## config.mk

```make
export PLATFORM = sky130hd
export DESIGN_NAME = conv_pass_scheduler
export DESIGN_NICKNAME = d
export VERILOG_FILES = /design/src/rtl/conv_pass_scheduler.sv
export SDC_FILE = /design/constraint.sdc
export NUM_CORES = 1
export LEC_CHECK = 0
export CORE_AREA = 2 2 135 137
export CTS_CLUSTER_SIZE = 16
export DETAILED_ROUTE_END_ITERATION = 10
export DIE_AREA = 0 0 137 139
export PLACE_DENSITY_LB_ADDON = 0.1
export SYNTH_ARGS = -nofsm -noshare
export SYNTH_HDL_FRONTEND = slang
export SYNTH_SLANG_ARGS = --single-unit
```

## constraint.sdc

```tcl
create_clock -name clk -period 2 [get_ports clk]
set_input_delay 0.4 -clock clk [delete_from_list [all_inputs] [get_ports clk]]
set_output_delay 0.4 -clock clk [all_outputs]
set_load 0.1 [all_outputs]
```

## src/rtl/conv_pass_scheduler.sv

```systemverilog
// conv_pass_scheduler
//
// Sequences a multi-pass convolution job over a ping-pong pair of frame
// buffers. Each pass resets the engine for a fixed number of cycles, lets it
// run over one frame, checks that exactly one frame of pixels was read and
// written, then swaps buffers and moves on to the next filter.
//
// Optional feature: define CONV_SCHED_MAXPOOL_EN to drive eng_max_en high
// during ENG_RST and RUN of the final pass. Otherwise eng_max_en is tied low.
//
// Ports:
//   clk               single clock, rising edge
//   reset             synchronous, active-low reset
//   start             one-cycle pulse, starts a job from IDLE
//   abort             level, forces ERROR from any non-IDLE state
//   num_passes        passes per job minus 1
//   filter_seq        filter select per pass, pass k uses bits [2k+1:2k]
//   eng_finished      engine end-of-frame flag
//   eng_read_request  engine consumed an input pixel this cycle
//   eng_write_request engine produced an output pixel this cycle
//   eng_reset         active-high engine reset
//   eng_sw            engine filter select
//   eng_max_en        engine max-pool enable
//   src_buf           buffer the engine reads
//   dst_buf           buffer the engine writes (always ~src_buf)
//   pass_idx          current pass number
//   busy              job in progress
//   done              one-cycle pulse on successful job end
//   error             sticky job failure flag
module conv_pass_scheduler #(
  parameter int unsigned FRAME_PIXELS   = 307200,
  parameter logic [31:0] TIMEOUT_CYCLES = 32'd1000000,
  parameter int unsigned ENG_RST_CYCLES = 4
) (
  input  logic       clk,
  input  logic       reset,
  input  logic       start,
  input  logic       abort,
  input  logic [1:0] num_passes,
  input  logic [7:0] filter_seq,
  input  logic       eng_finished,
  input  logic       eng_read_request,
  input  logic       eng_write_request,
  output logic       eng_reset,
  output logic [1:0] eng_sw,
  output logic       eng_max_en,
  output logic       src_buf,
  output logic       dst_buf,
  output logic [1:0] pass_idx,
  output logic       busy,
  output logic       done,
  output logic       error
);

  localparam logic [31:0] RST_LAST     = 32'(ENG_RST_CYCLES - 1);
  localparam logic [31:0] FRAME_COUNT  = 32'(FRAME_PIXELS);
  localparam logic [31:0] TIMEOUT_LAST = TIMEOUT_CYCLES - 32'd1;

  typedef enum logic [2:0] {
    IDLE,
    ENG_RST,
    RUN,
    CHECK,
    SWAP,
    DONE,
    ERROR
  } state_t;

  state_t      state;
  state_t      state_next;
  logic [1:0]  passes_q;
  logic [7:0]  filters_q;
  logic [31:0] rst_cnt;
  logic [31:0] run_cnt;
  logic [31:0] rd_cnt;
  logic [31:0] wr_cnt;
  logic [1:0]  pass_q;
  logic [1:0]  pass_inc;
  logic        src_q;
  logic        error_q;
  logic [1:0]  sw_q;

  assign pass_inc = pass_q + 2'd1;

  always_ff @(posedge clk) begin
    if (!reset) state <= IDLE;
    else        state <= state_next;
  end

  // Abort overrides every other transition once a job has been accepted.
  always_comb begin
    state_next = state;
    busy       = 1'b0;
    done       = 1'b0;
    eng_reset  = 1'b1;
    unique case (state)
      IDLE: begin
        if (start) state_next = ENG_RST;
      end
      ENG_RST: begin
        busy = 1'b1;
        if (rst_cnt == RST_LAST) state_next = RUN;
      end
      RUN: begin
        busy      = 1'b1;
        eng_reset = 1'b0;
        if (eng_finished)                state_next = CHECK;
        else if (run_cnt == TIMEOUT_LAST) state_next = ERROR;
      end
      CHECK: begin
        busy      = 1'b1;
        eng_reset = 1'b0;
        if (rd_cnt == FRAME_COUNT && wr_cnt == FRAME_COUNT) state_next = SWAP;
        else                                                state_next = ERROR;
      end
      SWAP: begin
        busy      = 1'b1;
        eng_reset = 1'b0;
        if (pass_q == passes_q) state_next = DONE;
        else                    state_next = ENG_RST;
      end
      DONE: begin
        done       = 1'b1;
        state_next = IDLE;
      end
      ERROR: begin
        state_next = IDLE;
      end
      default: state_next = IDLE;
    endcase
    if (abort && state != IDLE) state_next = ERROR;
  end

  // Job context, pass bookkeeping and the per-pass pixel/cycle counters.
  // eng_sw and the buffer select are only ever updated on the IDLE->ENG_RST
  // and SWAP->ENG_RST edges, so they stay stable while the engine runs.
  always_ff @(posedge clk) begin
    if (!reset) begin
      passes_q  <= 2'd0;
      filters_q <= 8'd0;
      rst_cnt   <= 32'd0;
      run_cnt   <= 32'd0;
      rd_cnt    <= 32'd0;
      wr_cnt    <= 32'd0;
      pass_q    <= 2'd0;
      src_q     <= 1'b0;
      error_q   <= 1'b0;
      sw_q      <= 2'd0;
    end else begin
      unique case (state)
        IDLE: begin
          if (start) begin
            passes_q  <= num_passes;
            filters_q <= filter_seq;
            pass_q    <= 2'd0;
            src_q     <= 1'b0;
            error_q   <= 1'b0;
            sw_q      <= filter_seq[1:0];
            rst_cnt   <= 32'd0;
          end
        end
        ENG_RST: begin
          rst_cnt <= rst_cnt + 32'd1;
          run_cnt <= 32'd0;
          rd_cnt  <= 32'd0;
          wr_cnt  <= 32'd0;
        end
        RUN: begin
          run_cnt <= run_cnt + 32'd1;
          if (eng_read_request && rd_cnt != 32'hFFFF_FFFF)  rd_cnt <= rd_cnt + 32'd1;
          if (eng_write_request && wr_cnt != 32'hFFFF_FFFF) wr_cnt <= wr_cnt + 32'd1;
        end
        SWAP: begin
          if (pass_q != passes_q && !abort) begin
            pass_q  <= pass_inc;
            src_q   <= ~src_q;
            sw_q    <= filters_q[{pass_inc, 1'b0} +: 2];
            rst_cnt <= 32'd0;
          end
        end
        default: ;
      endcase
      if (state_next == ERROR) error_q <= 1'b1;
    end
  end

  assign eng_sw   = sw_q;
  assign src_buf  = src_q;
  assign dst_buf  = ~src_q;
  assign pass_idx = pass_q;
  assign error    = error_q;

`ifdef CONV_SCHED_MAXPOOL_EN
  assign eng_max_en = (state == ENG_RST || state == RUN) && (pass_q == passes_q);
`else
  assign eng_max_en = 1'b0;
`endif

endmodule
```

**After elaboration in Yosys (flattened, before gate mapping)**

Cells that the tools add are included.

- Eq/ne operators: 18
- Shift-type cells: 1
- Add/sub/neg operators: 5
- Multiplexer cells: 30
- Bitwise logic cells: 1
- Reductions and logical operators: 21

Operator list:

| operator | number |
|---|---|
| $pmux 32 s2 | 3 |
| $add 32x1->32 const B | 4 |
| $mux 32 | 4 |
| $pmux 32 s3 | 1 |
| $eq 32x19->1 const B | 2 |
| $ne 32x32->1 const B | 2 |
| $eq 32x2->1 const B | 1 |
| $eq 32x20->1 const B | 1 |
| $mux 3 | 6 |
| $pmux 3 s5 | 1 |
| $mux 2 | 5 |
| $eq 3x3->1 const B | 3 |
| $ne 2x2->1 const B | 4 |
| $pmux 2 s2 | 2 |
| $reduce_and 2->1 | 4 |
| $reduce_bool 2->1 | 4 |
| $shiftx 8x4->2 | 1 |
| $mux 1 | 7 |
| $eq 3x2->1 const B | 2 |
| $reduce_and 3->1 | 2 |
| $reduce_bool 3->1 | 2 |
| $logic_and 1x1->1 | 5 |
| $reduce_or 4->1 | 1 |
| $eq 3x1->1 const B | 1 |
| 8 further kinds | 8 |

- Bits of input ports: 17
- Register bits after elaboration: 147
- Output and inout bits: 11
- Logic and storage cells: 87

**Logic depth before layout (Yosys ltp)**

Gate-level depths: netlist of run 1.

- Depth in word-level cells: 8
- Mapped depth: 9

**Worst setup path after synthesis of run 1**

OpenSTA, ideal clock, no wires.

- Kind: register -> output
- Start point: reg state[2]
- End point: out busy
- Data required time: 1.600 ns
- Cell stages (with the launch flop): 5
- Setup slack: -1.647 ns
- Arrival: 3.247 ns
- Buffers on the path: 2
- Cells stage by stage: dfxtp_1 > buf_2 > clkbuf_1 > a21oi_1 > nand2_1

- Cells in the longest elaborated chain, start to end: 3
- Elaborated cells on any way between the ends: 6
- Those cells by class: eq/ne: 4; mux: 1; reduce/logical: 1

Ends and longest elaborated chain:

| element | RTL line | source |
|---|---|---|
| from (decl) | 69 | `state_t state;` |
| from (signal assigned) | 87 | `else state <= state_next;` |
| $eq 3x3->1 (tied with other cells) | 96 | `unique case (state)` |
| $reduce_or 4->1 (no line) (*) | - |  |
| $mux 1 (*) | 96 |  |
| to (decl) | 50 | `output logic busy,` |

Every way passes the cells marked *; elsewhere a longest branch is shown, timed or not.

**Final worst setup path of run 1**

- Start point: reg rd_cnt[11]
- End point: reg rd_cnt[30]

- Cells in the longest elaborated chain, start to end: 4
- Elaborated cells on any way between the ends: 7
- Those cells by class: add/sub: 1; eq/ne: 2; mux: 2; reduce/logical: 2

Ends and longest elaborated chain:

| element | RTL line | source |
|---|---|---|
| from (decl) | 75 | `logic [31:0] rd_cnt;` |
| from (signal assigned) | 170 | `if (eng_read_request && rd_cnt != 32'hFFFF_FFFF) rd_cnt <= rd_cnt + 32'd1;` |
| parallel branches: the longest is 4 deep, another holds $add 32x1->32 | - |  |

Several ways; the timed one is not identified. The select of a mux whose other input is x is not followed.
A chain may end at the register's enable or synchronous reset.

==> flow_metrics.env, run 1 <==
export IMPL_met1_usage_pct=27.00
export IMPL_slowest_stage="or4_4"
export IMPL_viasPerCell=5.355
export IMPL_clock_sink_count=147
export IMPL_cts_buffers=17
export IMPL_syn2layout_area_growth_pct=36.57
export IMPL_port_buffers=26
export IMPL_maxCapViolations=0
export IMPL_n_antenna_cell=0
export IMPL_path_cells="nand4_1 -> nor4_4 -> nand2_1 -> or4_4 -> or3_4 -> a21oi_2"
export IMPL_syn_area_um2=7472
export IMPL_crit_start="rd_cnt[11]$_SDFFE_PN0P_"
export IMPL_ys_flop_type="dfxtp_1"
export IMPL_clk_latency_ns=0.43
export IMPL_crit_buf_inv=0
export IMPL_rows=49
export IMPL_dp_cells=1293
export IMPL_wire_per_inst_um=14.38
export IMPL_htree_levels=4
export IMPL_drv_slew=0
export IMPL_required_ns=2.36
export IMPL_hp_start="filters_q[7]$_SDFFE_PN0P_"
export IMPL_grt_use_met3_pct=4.532
export IMPL_first_pass_iters=5
export IMPL_cp_end_kind="flop"
export IMPL_crit_type="flop to flop"
export IMPL_reg2reg_depth=6
export IMPL_yosysWarnings=0
export IMPL_rsz0062_at_grt="yes"
export IMPL_fin_cells=1339
export IMPL_r2r_slack_ns=0.004
export IMPL_path_max_fanout=4
export IMPL_outcome="complete, no violations"
export IMPL_grt_max_degree=40
export IMPL_synth_top_cell_area_share_pct=39.38
export IMPL_hp_class="flop to flop"
export IMPL_setup_violations_final=0
export IMPL_cts_tree="yes"
export IMPL_fp_dieW_um=137
export IMPL_cpLargestDelayFamily="simple AND/OR/NAND/NOR gates"
export IMPL_clock_root_buffer="clkbuf_16"
export IMPL_hold_slack_ns=0.4624
export IMPL_p_leak_nw=3.878
export IMPL_drive_gt1_share_pct=28.65
export IMPL_cts_hold_buf=0
export IMPL_holdPathEnd="filters_q[7]$_SDFFE_PN0P_"
export IMPL_synthTopCellsByCount="dfxtp_1 (147), nor2_1 (114), nand2_1 (96), nand3_1 (60), a21oi_1 (46)"
export IMPL_synth_most_common_cell="dfxtp_1"
export IMPL_clk_path_buf_depth=2
export IMPL_synth_edf_count=0
export IMPL_fin_crit_sh_pct=99.79
export IMPL_grt_overflow=0
export IMPL_hold_viol=0
export IMPL_start_util_pct=42.32
export IMPL_reg2reg_from="rd_cnt[11]$_SDFFE_PN0P_"
export IMPL_core_area_um2=17660
export IMPL_max_freq_ghz=0.5010
export IMPL_num_nets_final=1120
export IMPL_drt_iter0_markers=307
export IMPL_synth_top_area_cell="dfxtp_1"
export IMPL_antenna_found_initial=0
export IMPL_dieArea_um2=19040
export IMPL_syn_num_nets=948
export IMPL_crit_path_max_incr_delay_ns=0.46
export IMPL_grt_busiest_layer="met2"
export IMPL_grt_pass1_vias=6645
export IMPL_worstPathArrival_ns=2.36
export IMPL_place_congestion=0.8109
export IMPL_synth_distinct_cells=52
export IMPL_drt_wl_total_um=19260
export IMPL_syn_area_per_cell_um2=8.078
export IMPL_setup_tns_ns=0
export IMPL_clkTransAtPathRegs_ns=0.06
export IMPL_place_ws_ns=-0.4369
export IMPL_vias=7170
export IMPL_drc_errors=0
export IMPL_synthArstFlopShare_pct=0
export IMPL_grt_total_usage_pct=20.45
export IMPL_whs_path_depth=2
export IMPL_crit_path_start_kind="flop"
export IMPL_synth_seq_cells=147
export IMPL_min_period_ns=1.996
export IMPL_setup_slack_ns=0.004174
export IMPL_reg2reg_to="rd_cnt[30]$_SDFFE_PN0P_"
export IMPL_ir_drop_mv=1.050
export IMPL_finClkSkew_ns=0.01030
export IMPL_power_density_nw_per_um2=904.8
export IMPL_place_hpwl_um=13530
export IMPL_drtAntennaViolNets=0
export IMPL_grt_pass1_wl_um=31840
export IMPL_ys_seq_area_share_pct=39.38
export IMPL_grt_met2_usage_pct=33.60
export IMPL_dieHeight_um=139
export IMPL_syn_inst=925
export IMPL_ios=28
export IMPL_synth_area_leaders="dfxtp_1 (39%), nor2_1 (5.7%), nand2_1 (4.8%)"
## repair_timing
item / 4_1_cts / 5_1_grt
resized for setup: 17 / 81
pin swaps: 4 / 32
gates cloned: 0 / 1
buffers inserted: 4 / 11
endpoints found under the setup margin: 13 / 69
## how the worst max path moves through the flow
stage                                    to  slack [ns]  cells after the start
global placement    rd_cnt[22]$_SDFFE_PN0P_       -0.40                      7
CTS                                    busy       -0.02                      6
detailed placement  rd_cnt[22]$_SDFFE_PN0P_       -0.44                      7
global route        rd_cnt[30]$_SDFFE_PN0P_       -0.10                      6
finish              rd_cnt[30]$_SDFFE_PN0P_       0.004                      6
floorplan                              busy       -0.17                      4
## layout by cell type, fill, tap and decap left out, types with 10 or more instances in the layout
master,synthesis,routed
and4_1,19,15
dfxtp_2,0,25
nor3_1,21,19
o211ai_1,10,10
dfxtp_1,147,118
nand2_1,96,94
o21ai_0,35,34
a21oi_1,46,43
clkbuf_16,0,17
xor2_1,35,34
inv_1,25,21
clkdlybuf4s50_1,0,16
and3_1,26,26
xnor2_1,33,33
nor4_1,28,17
and2_1,19,18
buf_4,1,164
nand4_1,42,42
nor2_1,114,107
or3_1,22,21
nand3_1,60,52
## routing by layer
metal,vias up,wire (um)
li1,3671,-
met1,3405,9216
met2,76,9268
met3,18,531
met4,0,243
met5,-,0
## metrics by stage
step	utilization (%)	power, W	area, um^2
after floorplan	-	0.004697	7538
after global placement	51.74	0.005792	9135
after detailed placement	51.74	0.005787	9135
after CTS	55.61	0.009143	9818
after global routing	57.79	0.009686	10200
final	57.79	0.009234	10200
## cell type report
cell class / count / area [um^2]
tap: 229 / 286.5
fill: 1622 / 7452
inverter: 25 / 97.59
clock inverter: 15 / 172.7
multi-input combinational: 713 / 4634
clock buffer: 17 / 425.4
sequential: 147 / 2989
timing repair buffer: 193 / 1599
## state kept, by name, summed over array words and instances (netlist names), 2 cells and up
| register | cells |
|---|---|
| rd_cnt | 32 |
| passes_q | 2 |
| rst_cnt | 32 |
| state | 3 |
| run_cnt | 32 |
| filters_q | 8 |
| pass_idx | 2 |
| eng_sw | 2 |
| wr_cnt | 32 |
## worst register-to-register path, cell delays in order (launching register included)
cell and delay (ns):
dfxtp_2 0.34, nand4_1 0.19, nor4_4 0.36, nand2_1 0.11, or4_4 0.46, or3_4 0.35, a21oi_2 0.13
## report_power, final
part | internal, W | leakage (nW) | total, W | switching, W
clock | 0.00187 | 0.283 | 0.00324 | 0.00137
combinational | 0.00112 | 2.39 | 0.00285 | 0.00173
sequential | 0.00305 | 1.20 | 0.00314 | 0.0000951
## cells by family after synthesis
family,after synthesis,synth area share (%)
other,1,0.05019
buffers and inverters,65,3.433
muxes,13,2.143
AOI/OAI and AO/OA,138,11.72
DFF,147,39.38
and+or+nand+nor,487,34.29
adders and majority gates,6,1.005
xor gates and xnor gates,68,7.971
Power figures use the tool's default switching activity.
==> run 2: changes to the inputs <==
==> constraint.sdc (replaced) <==
create_clock -name clk -period 1.8 [get_ports clk]
set_input_delay 0.36 -clock clk [delete_from_list [all_inputs] [get_ports clk]]
set_output_delay 0.36 -clock clk [all_outputs]
set_load 0.1 [all_outputs]
==> run 2 against run 1 <==
The run now ends with negative setup slack left. First-iteration DRC count increased by 0.33%. Non-clock buffer count increased by 87. Routed wire length increased by 15%. Via count increased by 5.8%. Worst setup slack got worse by 0.20 ns. Critical endpoint is now busy.
==> flow_metrics.env, run 2 (synthesis results as in run 1) <==
export IMPL_required_ns=1.44
export IMPL_grt_max_degree=41
export IMPL_path_max_fanout=4
export IMPL_clkTransAtPathRegs_ns=0.07
export IMPL_ir_drop_mv=1.194
export IMPL_viasPerCell=5.316
export IMPL_crit_type="flop to output port"
export IMPL_layout_common_cells="buf_4 (209), dfxtp_1 (99), nor2_1 (98)"
export IMPL_grt_overflow=0
export IMPL_rows=49
export IMPL_crit_path_max_incr_delay_ns=0.33
export IMPL_finClkSkew_ns=0.01440
export IMPL_grt_pass1_wl_um=35590
export IMPL_cts_buffers=17
export IMPL_rsz0062_at_grt="yes"
export IMPL_dieHeight_um=139
export IMPL_cpLargestDelayFamily="buffers and inverters"
export IMPL_path_cells="nand2b_4 -> buf_6 -> nand2b_4 -> buf_6 -> buf_6 -> nand2_4 -> buf_12"
export IMPL_drc_errors=0
export IMPL_grt_total_usage_pct=22.96
export IMPL_port_buffers=26
export IMPL_start_util_pct=42.32
export IMPL_ios=28
export IMPL_cts_tree="yes"
export IMPL_core_area_um2=17660
export IMPL_setup_slack_ns=-0.1995
export IMPL_whs_path_depth=2
export IMPL_hold_viol=0
export IMPL_first_pass_iters=4
export IMPL_htree_levels=4
export IMPL_slowest_stage="dfxtp_2"
export IMPL_clock_root_buffer="clkbuf_16"
export IMPL_total_power_w=0.01106
export IMPL_min_period_ns=1.999
export IMPL_clock_sink_count=147
export IMPL_place_hpwl_um=14290
export IMPL_drt_wl_total_um=22140
export IMPL_fillers=1425
export IMPL_dieArea_um2=19040
export IMPL_post_route_util_pct=67.13
export IMPL_seq_area_um2=3028
export IMPL_crit_buf_inv=4
export IMPL_outcome="finished with violations"
export IMPL_fp_dieW_um=137
export IMPL_failed_checks="negative setup slack"
export IMPL_cp_end_kind="output port"
export IMPL_maxCapViolations=0
export IMPL_cts_hold_buf=0
export IMPL_hp_class="flop to flop"
export IMPL_path_depth=7
export IMPL_drive_gt1_share_pct=41.90
export IMPL_cpMostUsedCell="buf_6"
export IMPL_p_leak_nw=4.807
export IMPL_grt_pass1_vias=7471
export IMPL_syn2layout_area_growth_pct=58.64
export IMPL_max_freq_ghz=0.5001
export IMPL_drtAntennaViolNets=0
export IMPL_worstPathArrival_ns=1.64
export IMPL_wire_per_inst_um=15.51
export IMPL_fin_crit_sh_pct=111.1
export IMPL_place_congestion=0.7967
export IMPL_drv_slew=0
export IMPL_crit_path_start_kind="flop"
export IMPL_setup_violations_final=67
export IMPL_final_common_cell="buf_4"
export IMPL_reg2reg_depth=7
export IMPL_antenna_found_initial=0
export IMPL_n_antenna_cell=0
export IMPL_clk_latency_ns=0.43
export IMPL_power_density_nw_per_um2=932.7
export IMPL_place_ws_ns=-0.5758
export IMPL_num_nets_final=1208
export IMPL_multi_input_area_um2=5274
export IMPL_drt_iter0_markers=308
export IMPL_vias=7586
export IMPL_clk_path_buf_depth=2
-- run 2: cell count changes in the layout (fill, tap and decap cells not counted), moves of 9 or more --
cell and delta:
dfxtp_1 -19, o21ai_1 +9, buf_4 +45, buf_12 +12
o21ai_0 -11, nand3_1 -11, nor3_1 -15, nor3_4 +10
buf_6 +27, dfxtp_2 +13, nor2_1 -9
-- run 2: routing by layer --
| layer | part of all wire, % | routed length [um] | GRT usage [%] | vias up |
|---|---|---|---|---|
| met5 | 0 | 0 | 0 | - |
| met4 | 1.2 | 267 | 5.751 | 0 |
| met3 | 2.3 | 505 | 4.349 | 22 |
| met2 | 51 | 11270 | 39.20 | 85 |
| met1 | 46 | 10090 | 29.62 | 3614 |
| li1 | - | - | - | 3865 |
-- run 2: worst reg2reg max path: stages, from the launching register on --
cell       delay, ns
dfxtp_2         0.33
nand2b_4        0.14
buf_6           0.13
a2111oi_4       0.44
nand2_1         0.12
a211o_1         0.30
or3_1           0.32
a21oi_1         0.12
-- run 2: cell type report --
type / instances / area share, %
clock buffers: 19 / 3.821
well taps: 229 / 2.417
repair buffers: 280 / 21.48
multi-input cells: 714 / 44.49
inverters: 25 / 0.7916
flip-flops and latches: 147 / 25.54
clock inverters: 13 / 1.457
-- run 2: final timing paths --
path	slack (ns)	to	from
max	-0.20	busy	state[1]$_SDFF_PN0_
min	0.46	filters_q[4]$_SDFFE_PN0P_	filters_q[4]$_SDFFE_PN0P_
max reg2reg	-0.16	rd_cnt[24]$_SDFFE_PN0P_	state[1]$_SDFF_PN0_
min reg2reg	0.46	filters_q[4]$_SDFFE_PN0P_	filters_q[4]$_SDFFE_PN0P_
-- run 2: per-stage QoR --
stage	hold WS, ns	area (um^2)	setup TNS, ns	std cells
6_report	0.4570	11850	-5.581	1427
5_1_grt	0.4772	11850	-12.76	1427
4_1_cts	0.4567	11250	-4.121	1410
3_5_place_dp	0.4470	10010	-21.79	1348
3_3_place_gp	0.4405	10010	-19.25	1348
2_1_floorplan	0.4331	7959	-3.968	925
-- run 2: repair_timing --
action,4_1_cts,5_1_grt
pin swaps,48,62
setup endpoints to repair,86,111
setup buffers,30,17
gates cloned,1,2
resized for setup,97,110
-- run 2: power breakdown --
group          switching (W)  internal (W)  total [W]  leakage, nW
clock network        0.00149       0.00228    0.00377        0.305
registers           0.000129       0.00338    0.00351         1.21
logic                0.00217       0.00160    0.00378         3.29
==> run 3: changes to the inputs <==
--- a/config.mk
+++ b/config.mk
@@ -5,6 +5,7 @@
 export SDC_FILE = /design/constraint.sdc
 export NUM_CORES = 1
 export LEC_CHECK = 0
+export ABC_AREA = 0
 export CORE_AREA = 2 2 135 137
 export CTS_CLUSTER_SIZE = 16
 export DETAILED_ROUTE_END_ITERATION = 10
==> results of run 3 <==
Final layout, timing and power as in run 2 (identical DEF).
